## src/rtl/hs1way_arbiter_pkg.sv

```systemverilog
// Shared helpers for the hs1way round-robin arbiter: width functions and the source index type.
package hs1way_arbiter_pkg;

    localparam int c_max_inputs = 16;
    localparam int c_max_src_w  = 4;

    typedef logic [c_max_src_w-1:0] t_src_idx;

    function automatic int f_clog2(input int value);
        int result;
        result = 0;
        for (int i = 0; i < 31; i++) begin
            if ((1 << i) < value) begin
                result = i + 1;
            end
        end
        return result;
    endfunction

    function automatic int f_ptr_width(input int depth);
        return f_clog2(depth);
    endfunction

    function automatic int f_occ_width(input int depth);
        return f_clog2(depth) + 1;
    endfunction

    // Round-robin successor; explicit wrap because the input count need not be a power of 2.
    function automatic t_src_idx f_next_src(input t_src_idx current, input int nb_inputs);
        t_src_idx next;
        if (int'(current) >= nb_inputs - 1) begin
            next = '0;
        end else begin
            next = current + t_src_idx'(1);
        end
        return next;
    endfunction

endpackage

```

## src/rtl/hs1way_fifo.sv

```systemverilog
// Show-ahead register FIFO absorbing one hs1way input; a pop of a full FIFO frees the
// slot for a push arriving in the same cycle.
module hs1way_fifo
    import hs1way_arbiter_pkg::*;
#(
    parameter int g_data_size  = 8,
    parameter int g_fifo_depth = 4
) (
    input  logic                   p_clock,
    input  logic                   p_reset,
    input  logic                   p_push,
    input  logic [g_data_size-1:0] p_data,
    input  logic                   p_pop,
    output logic [g_data_size-1:0] p_head,
    output logic                   p_empty,
    output logic                   p_full
);

    localparam int c_ptr_w = f_ptr_width(g_fifo_depth);
    localparam int c_occ_w = f_occ_width(g_fifo_depth);
    localparam logic [c_occ_w-1:0] c_depth = c_occ_w'(g_fifo_depth);

    logic [g_data_size-1:0] mem_q [g_fifo_depth];
    logic [g_data_size-1:0] mem_d [g_fifo_depth];
    logic [c_ptr_w-1:0]     wr_ptr_q;
    logic [c_ptr_w-1:0]     wr_ptr_d;
    logic [c_ptr_w-1:0]     rd_ptr_q;
    logic [c_ptr_w-1:0]     rd_ptr_d;
    logic [c_occ_w-1:0]     occ_q;
    logic [c_occ_w-1:0]     occ_d;
    logic                   do_push;
    logic                   do_pop;

    assign p_empty = (occ_q == '0);
    assign p_full  = (occ_q == c_depth);
    assign p_head  = mem_q[rd_ptr_q];

    always_comb begin
        do_pop   = p_pop && !p_empty;
        do_push  = p_push && (!p_full || do_pop);
        mem_d    = mem_q;
        wr_ptr_d = wr_ptr_q;
        rd_ptr_d = rd_ptr_q;
        occ_d    = occ_q;

        if (do_push) begin
            mem_d[wr_ptr_q] = p_data;
            wr_ptr_d        = wr_ptr_q + c_ptr_w'(1);
        end

        if (do_pop) begin
            rd_ptr_d = rd_ptr_q + c_ptr_w'(1);
        end

        if (do_push && !do_pop) begin
            occ_d = occ_q + c_occ_w'(1);
        end else if (do_pop && !do_push) begin
            occ_d = occ_q - c_occ_w'(1);
        end
    end

    // Storage needs no reset: only the occupancy decides what is readable.
    always_ff @(posedge p_clock) begin
        mem_q <= mem_d;
    end

    always_ff @(posedge p_clock or posedge p_reset) begin
        if (p_reset) begin
            wr_ptr_q <= '0;
            rd_ptr_q <= '0;
            occ_q    <= '0;
        end else begin
            wr_ptr_q <= wr_ptr_d;
            rd_ptr_q <= rd_ptr_d;
            occ_q    <= occ_d;
        end
    end

endmodule

```

## src/rtl/hs1way_rr_arbiter.sv

```systemverilog
// Merges several non-stallable hs1way streams onto one output: per-input FIFOs drained
// by a round-robin scheduler, one word per cycle, with sticky per-input drop flags.
module hs1way_rr_arbiter
    import hs1way_arbiter_pkg::*;
#(
    parameter int g_data_size  = 8,
    parameter int g_nb_inputs  = 4,
    parameter int g_fifo_depth = 4
) (
    input  logic                                 p_clock,
    input  logic                                 p_reset,
    input  logic [g_nb_inputs-1:0]               p_in_push,
    input  logic [g_nb_inputs*g_data_size-1:0]   p_in_data,
    output logic                                 p_out_push,
    output logic [g_data_size-1:0]               p_out_data,
    output logic [f_clog2(g_nb_inputs)-1:0]      p_out_source,
    output logic [g_nb_inputs-1:0]               p_overflow,
    input  logic [g_nb_inputs-1:0]               p_clear_overflow
);

    localparam int c_src_w = f_clog2(g_nb_inputs);

    logic [g_nb_inputs-1:0]                  fifo_empty;
    logic [g_nb_inputs-1:0]                  fifo_full;
    logic [g_nb_inputs-1:0]                  fifo_pop;
    logic [g_nb_inputs-1:0][g_data_size-1:0] fifo_head;

    logic [g_nb_inputs-1:0] grant_oh;
    logic                   grant_valid;
    logic [c_src_w-1:0]     grant_idx;
    logic [g_data_size-1:0] grant_data;
    logic [g_nb_inputs-1:0] drop;

    logic                   out_push_q;
    logic                   out_push_d;
    logic [g_data_size-1:0] out_data_q;
    logic [g_data_size-1:0] out_data_d;
    logic [c_src_w-1:0]     out_source_q;
    logic [c_src_w-1:0]     out_source_d;
    logic [c_src_w-1:0]     rr_ptr_q;
    logic [c_src_w-1:0]     rr_ptr_d;
    logic [g_nb_inputs-1:0] overflow_q;
    logic [g_nb_inputs-1:0] overflow_d;

    for (genvar i = 0; i < g_nb_inputs; i++) begin : g_fifo
        hs1way_fifo #(
            .g_data_size  (g_data_size),
            .g_fifo_depth (g_fifo_depth)
        ) u_fifo (
            .p_clock (p_clock),
            .p_reset (p_reset),
            .p_push  (p_in_push[i]),
            .p_data  (p_in_data[i*g_data_size +: g_data_size]),
            .p_pop   (fifo_pop[i]),
            .p_head  (fifo_head[i]),
            .p_empty (fifo_empty[i]),
            .p_full  (fifo_full[i])
        );
    end

    // Two passes give the wrap-around search: first at/after rr_ptr, then from input 0.
    always_comb begin
        grant_valid = 1'b0;
        grant_oh    = '0;
        for (int i = 0; i < g_nb_inputs; i++) begin
            if (!grant_valid && !fifo_empty[i] && (i >= int'(rr_ptr_q))) begin
                grant_valid = 1'b1;
                grant_oh[i] = 1'b1;
            end
        end
        for (int i = 0; i < g_nb_inputs; i++) begin
            if (!grant_valid && !fifo_empty[i]) begin
                grant_valid = 1'b1;
                grant_oh[i] = 1'b1;
            end
        end
    end

    always_comb begin
        grant_idx  = '0;
        grant_data = '0;
        for (int i = 0; i < g_nb_inputs; i++) begin
            if (grant_oh[i]) begin
                grant_idx  = c_src_w'(i);
                grant_data = fifo_head[i];
            end
        end
    end

    assign fifo_pop = grant_oh;

    // A full FIFO popped this cycle accepts the push, so only unpopped full inputs drop.
    always_comb begin
        out_push_d   = grant_valid;
        out_data_d   = out_data_q;
        out_source_d = out_source_q;
        rr_ptr_d     = rr_ptr_q;

        if (grant_valid) begin
            out_data_d   = grant_data;
            out_source_d = grant_idx;
            rr_ptr_d     = c_src_w'(f_next_src(t_src_idx'(grant_idx), g_nb_inputs));
        end

        drop       = p_in_push & fifo_full & ~fifo_pop;
        overflow_d = (overflow_q & ~p_clear_overflow) | drop;
    end

    always_ff @(posedge p_clock or posedge p_reset) begin
        if (p_reset) begin
            out_push_q   <= 1'b0;
            out_data_q   <= '0;
            out_source_q <= '0;
            rr_ptr_q     <= '0;
            overflow_q   <= '0;
        end else begin
            out_push_q   <= out_push_d;
            out_data_q   <= out_data_d;
            out_source_q <= out_source_d;
            rr_ptr_q     <= rr_ptr_d;
            overflow_q   <= overflow_d;
        end
    end

    assign p_out_push   = out_push_q;
    assign p_out_data   = out_data_q;
    assign p_out_source = out_source_q;
    assign p_overflow   = overflow_q;

endmodule

```

## config.mk

```make
export PLATFORM = sky130hd
export DESIGN_NAME = hs1way_rr_arbiter
export DESIGN_NICKNAME = d
export VERILOG_FILES = /design/src/rtl/hs1way_arbiter_pkg.sv /design/src/rtl/hs1way_fifo.sv /design/src/rtl/hs1way_rr_arbiter.sv
export SDC_FILE = /design/constraint.sdc
export NUM_CORES = 1
export LEC_CHECK = 0
export ABC_AREA = 1
export CAP_MARGIN = 40
export CORE_ASPECT_RATIO = 1.2
export CORE_MARGIN = 10
export CORE_UTILIZATION = 35
export CTS_BUF_LIST = sky130_fd_sc_hd__clkbuf_2
export DETAILED_ROUTE_END_ITERATION = 7
export DONT_BUFFER_PORTS = 1
export SLEW_MARGIN = 15
export SYNTH_ARGS = -nofsm -noshare
export SYNTH_HDL_FRONTEND = slang
export SYNTH_SLANG_ARGS = --single-unit
```

## constraint.sdc

```tcl
create_clock -name p_clock -period 2.4 [get_ports p_clock]
set_input_delay 0.48 -clock p_clock [delete_from_list [all_inputs] [get_ports p_clock]]
set_output_delay 0.48 -clock p_clock [all_outputs]
set_load 0.01 [all_outputs]
```

==> impl_table.tex <==
\begin{tabular}{lr}
\hline
Metric & Value \\
\hline
\multicolumn{2}{l}{\textbf{Synth}} \\
Synth area leader & sky130\_fd\_sc\_hd\_\_edfxtp\_1 \\
Most frequently used cell type in the post-synthesis netlist & sky130\_fd\_sc\_hd\_\_edfxtp\_1 \\
Sequential-to-total area share from yosys stat & 0.674 \\
Synth cell types & 29 \\
Basic-gate share of the synthesized area counting and, or, nand and nor cells & 0.125 \\
Synth Net Count & between 600 and 700 \\
Proportion of netlist area held by the largest area contributor & 0.521 \\
Share of flip-flops with an asynchronous set or reset & 0.260 \\
Synthesized netlist cell count & roughly 630 \\
Post-synthesis share of cell area spent on full adders, half adders and majority gates & 0.0448 \\
Synth warnings & 0 \\
Post-synthesis compound-gate area fraction & 0.0818 \\
Primary FF master, synth & sky130\_fd\_sc\_hd\_\_edfxtp\_1 \\
Synthesized cell area & 7380 µm² \\
Fraction of synthesized area in multiplexers & 0.00458 \\
Number of synthesized flops with an enable pin & 128 \\
Main combinational cell family by area after synthesis & simple AND/OR/NAND/NOR gates \\
Register bit total from synthesis & about 170 \\
Area contributors post-synth & sky130\_fd\_sc\_hd\_\_edfxtp\_1 52\%, sky130\_fd\_sc\_hd\_\_dfrtp\_1 15\%, sky130\_fd\_sc\_hd\_\_nor2\_1 4.8\% \\
Avg Cell Area, Syn & around 12 µm² \\
Parity-gate share of the synthesized area counting xor and xnor cells & 0.0202 \\
Most common library cells after synthesis & 128 x sky130\_fd\_sc\_hd\_\_edfxtp\_1, 94 x sky130\_fd\_sc\_hd\_\_nor2\_1, 70 x sky130\_fd\_sc\_hd\_\_o21ai\_0, 69 x sky130\_fd\_sc\_hd\_\_inv\_1, 48 x sky130\_fd\_sc\_hd\_\_nand2\_1 \\
\multicolumn{2}{l}{\textbf{Final layout}} \\
Number of nets at the end of the flow & $\sim$800 \\
Multi-input gate area in the final layout & around 2100 µm² \\
Fill cell count & roughly 1900 \\
Share of final-layout standard cells stronger than drive strength 1 & 0.197 \\
Final cell area excluding filler cells & a little under 9000 µm² \\
Area Growth Syn to Fin & 20.2\% \\
Final cell count without fillers & 1012 \\
Area of all sequential standard cells & 4970 µm² \\
\multicolumn{2}{l}{\textbf{Die}} \\
Placeable Area & around 21000 µm² \\
Die Area & 27300 µm² \\
\# rows & 58 \\
Horizontal die dimension & roughly 150 µm \\
Effective utilization at floorplan & 0.354 \\
Floorplan die height & between 150 and 200 µm \\
I/O pin total & between 50 and 60 \\
\multicolumn{2}{l}{\textbf{Setup path}} \\
Data required, critical path & around 3.1 ns \\
Count of cells along the worst register-to-register path & 18 \\
Cells traversed along the worst timing path & nor2\_2 > nand2\_2 > nand2\_2 > nand2\_2 > nor2\_4 > nand4\_1 > nand2\_2 > inv\_2 > nand2\_2 > nand2\_2 > inv\_2 > ha\_4 > inv\_4 > fa\_2 > nor2\_1 > nor2\_1 > nand2\_1 > xor2\_1 \\
Logic depth of the worst setup path including buffers & 18 \\
Cell family with the largest share of critical-path delay & simple AND/OR/NAND/NOR gates \\
Critical path buffers and inverters & 3 \\
Worst Setup Path Type & reg -> reg \\
Arrival time of the worst setup path & between 3 and 4 ns \\
Slowest-stage cell, CP & sky130\_fd\_sc\_hd\_\_dfrtp\_1 \\
Critical Path Sink Type & flip-flop \\
Worst Setup SP & g\_fifo[0].u\_fifo.occ\_q[0] \\
Reg2Reg Launch Point & g\_fifo[0].u\_fifo.occ\_q[0] \\
Slack of the worst reg-to-reg path & approximately 0.041 ns \\
Crit path launch type & flip-flop \\
Critical register-to-register path endpoint & g\_fifo[2].u\_fifo.occ\_q[2] \\
Most used cell along the critical path & sky130\_fd\_sc\_hd\_\_nand2\_2 \\
Slowest cell delay on critical path & 0.45 ns \\
Max Fanout on Critical Path & 4 \\
Worst setup path end & g\_fifo[2].u\_fifo.occ\_q[2] \\
\multicolumn{2}{l}{\textbf{Timing}} \\
Max frequency & between 0.4 and 0.5 GHz \\
Share of the clock period used by the worst path & 0.983 \\
Slew margin rel. & 0.622 \\
Final-report hold violation count & 0 \\
Final clock skew & approximately 0.039 ns \\
Transition at the pin with the smallest max-transition slack & roughly 0.57 ns \\
Max Slew Vio Count & 0 \\
Minimum hold slack & slightly below 0.2 ns \\
Number of failing setup endpoints in the final timing report & 0 \\
RSZ-0062 raised after global routing & true \\
Final min period & 2.36 ns \\
\multicolumn{2}{l}{\textbf{Pwr}} \\
Proportion of total power due to net switching & 0.404 \\
VDD IR-drop max & $\sim$540 µV \\
Flop pwr share & 0.427 \\
Portion of total power attributed to combinational logic & 0.432 \\
Total power after layout & approximately 0.011 W \\
Power density relative to cell area & about 1200 nW/µm² \\
Portion of total power attributed to the clock network & 0.140 \\
Switching power & 0.00440 W \\
Int Power & about 0.0065 W \\
Cell leakage power & about 3.4 nW \\
\multicolumn{2}{l}{\textbf{Clock tree}} \\
CTS tree & done \\
Worst-Skew Late Latency & between 0.7 and 0.8 ns \\
CTS Root Cell & sky130\_fd\_sc\_hd\_\_clkbuf\_2 \\
Clock sink total & 173 \\
Maximum number of buffers from clock root to sink & 2 \\
Clock slew at reported path FFs & around 0.26 ns \\
CTS HTree Levels & 4 \\
TritonCTS Buffers & 17 \\
\multicolumn{2}{l}{\textbf{Place}} \\
Count of buffers inserted at the top-level ports & 0 \\
Instance area after placement & 7930 µm² \\
GPL Wtd Cong & about 0.78 \\
DP Cell Count & 915 \\
Final HPWL DP & $\sim$12000 µm \\
\multicolumn{2}{l}{\textbf{Global route}} \\
Vias in the first global route & 4988 \\
Largest net degree at the start of global routing & 27 \\
Global-route congestion overflow total & 0 \\
Overall track demand over capacity in global routing & 0.120 \\
First-pass GRT wire length & 26000 µm \\
Antenna violations before repair & 1 \\
\multicolumn{2}{l}{\textbf{Flow run}} \\
Max-cap viol count & 0 \\
\multicolumn{2}{l}{\textbf{Drt}} \\
Remaining number of nets flagged by the antenna check after routing & 0 \\
Drt wl/cell & around 16 µm \\
Starting DRC count in detailed routing & between 300 and 400 \\
First-pass iteration count of the detailed router & 5 \\
DRC & 0 \\
Routed vias/inst & 4.79 \\
Routed wire length & 16500 µm \\
Number of vias in the routed layout & $\sim$4800 \\
\multicolumn{2}{l}{\textbf{Min path}} \\
Type of the most critical hold path & in -> async \\
\multicolumn{2}{l}{\textbf{Status}} \\
Outcome & complete, no violations \\
\hline
\end{tabular}
-- metal layers --
metal | vias up | part of all wire | routed length [µm] | global-route usage
met5 | - | 0 | 0 | 0
met4 | 0 | 0.014 | 236 | 0.0386
met3 | 16 | 0.053 | 868 | 0.0391
met2 | 91 | 0.52 | 8590 | 0.209
met1 | 2380 | 0.41 | 6770 | 0.139
li1 | 2358 | - | - | -
-- how the worst min path moves through the flow --
| stage | slack, ns | start | cells after the start | end |
|---|---|---|---|---|
| 3_5_place_dp | 0.46 | p_reset | 1 | g_fifo[2].u_fifo.wr_ptr_q[1] |
| 5_1_grt | 0.16 | p_reset | 2 | p_overflow[2] |
| 3_3_place_gp | 0.45 | p_reset | 1 | g_fifo[2].u_fifo.rd_ptr_q[1] |
| 6_report | 0.20 | p_reset | 2 | g_fifo[2].u_fifo.occ_q[1] |
| 2_1_floorplan | 0.49 | rr_ptr_q[0] | 1 | rr_ptr_q[0] |
| 4_1_cts | 0.17 | p_reset | 2 | g_fifo[2].u_fifo.wr_ptr_q[1] |
-- per-stage QoR --
step	util	setup TNS, ns	worst slack, ns
floorplan	-	0	0.0974
global placement	0.381	0	0.0705
detailed placement	0.381	-0.0502	-0.0235
CTS	0.417	-0.0141	-0.0131
global route	0.426	-0.551	-0.131
finish	0.426	0	0.0408
-- timing repair --
item | CTS | global route
endpoints found under the setup margin | 3 | 8
setup buffers | 6 | 12
gates resized for setup | 8 | 29
endpoints found under the hold margin | 159 | 0
pin swaps | 5 | 19
hold buffers | 45 | 0
-- power groups by stage --
| stage | registers, W | logic (W) | clock network [W] |
|---|---|---|---|
| after floorplan | 0.00451 | 0.00296 | 0 |
| after global placement | 0.00470 | 0.00403 | 0 |
| after detailed placement | 0.00474 | 0.00419 | 0 |
| after CTS | 0.00466 | 0.00443 | 0.00158 |
| after global routing | 0.00476 | 0.00530 | 0.00171 |
| final | 0.00466 | 0.00471 | 0.00153 |
-- cell families after synthesis --
group                    after synthesis
multiplexers                           3
XOR/XNOR                              17
flip-flops                           173
adder cells (fa/ha/maj)               24
AND/OR/NAND/NOR                      205
buffers and inverters                 92
AO/OA/AOI/OAI                        111
-- state kept, by name, summed over array words and instances (netlist names) --
signal                  count
g_fifo.u_fifo.mem_q       128
p_overflow                  4
g_fifo.u_fifo.rd_ptr_q      8
rr_ptr_q                    2
p_out_source                2
p_out_data                  8
p_out_push                  1
g_fifo.u_fifo.occ_q        12
g_fifo.u_fifo.wr_ptr_q      8
-- area by class of cell --
cell class / count / share of cell area
Clock buffer: 18 / 0.0102
Timing Repair Buffer: 103 / 0.101
Inverter: 72 / 0.0313
Multi-Input combinational cell: 360 / 0.240
Tap cell: 270 / 0.0381
Antenna cell: 2 / 0.000564
Sequential cell: 173 / 0.560
Clock inverter: 14 / 0.0182
-- placed cells by master, fill, tap and decap left out, types with 16 or more instances in the layout --
cell type,synthesis,final
sky130_fd_sc_hd__buf_4,3,57
sky130_fd_sc_hd__clkbuf_2,0,18
sky130_fd_sc_hd__dfrtp_1,45,45
sky130_fd_sc_hd__dlygate4sd3_1,0,45
sky130_fd_sc_hd__edfxtp_1,128,128
sky130_fd_sc_hd__ha_1,20,16
sky130_fd_sc_hd__inv_1,69,60
sky130_fd_sc_hd__nand2_1,48,43
sky130_fd_sc_hd__nand3_1,30,30
sky130_fd_sc_hd__nor2_1,94,90
sky130_fd_sc_hd__o21ai_0,70,68
sky130_fd_sc_hd__o22ai_1,34,34
Power figures use the tool's default switching activity.
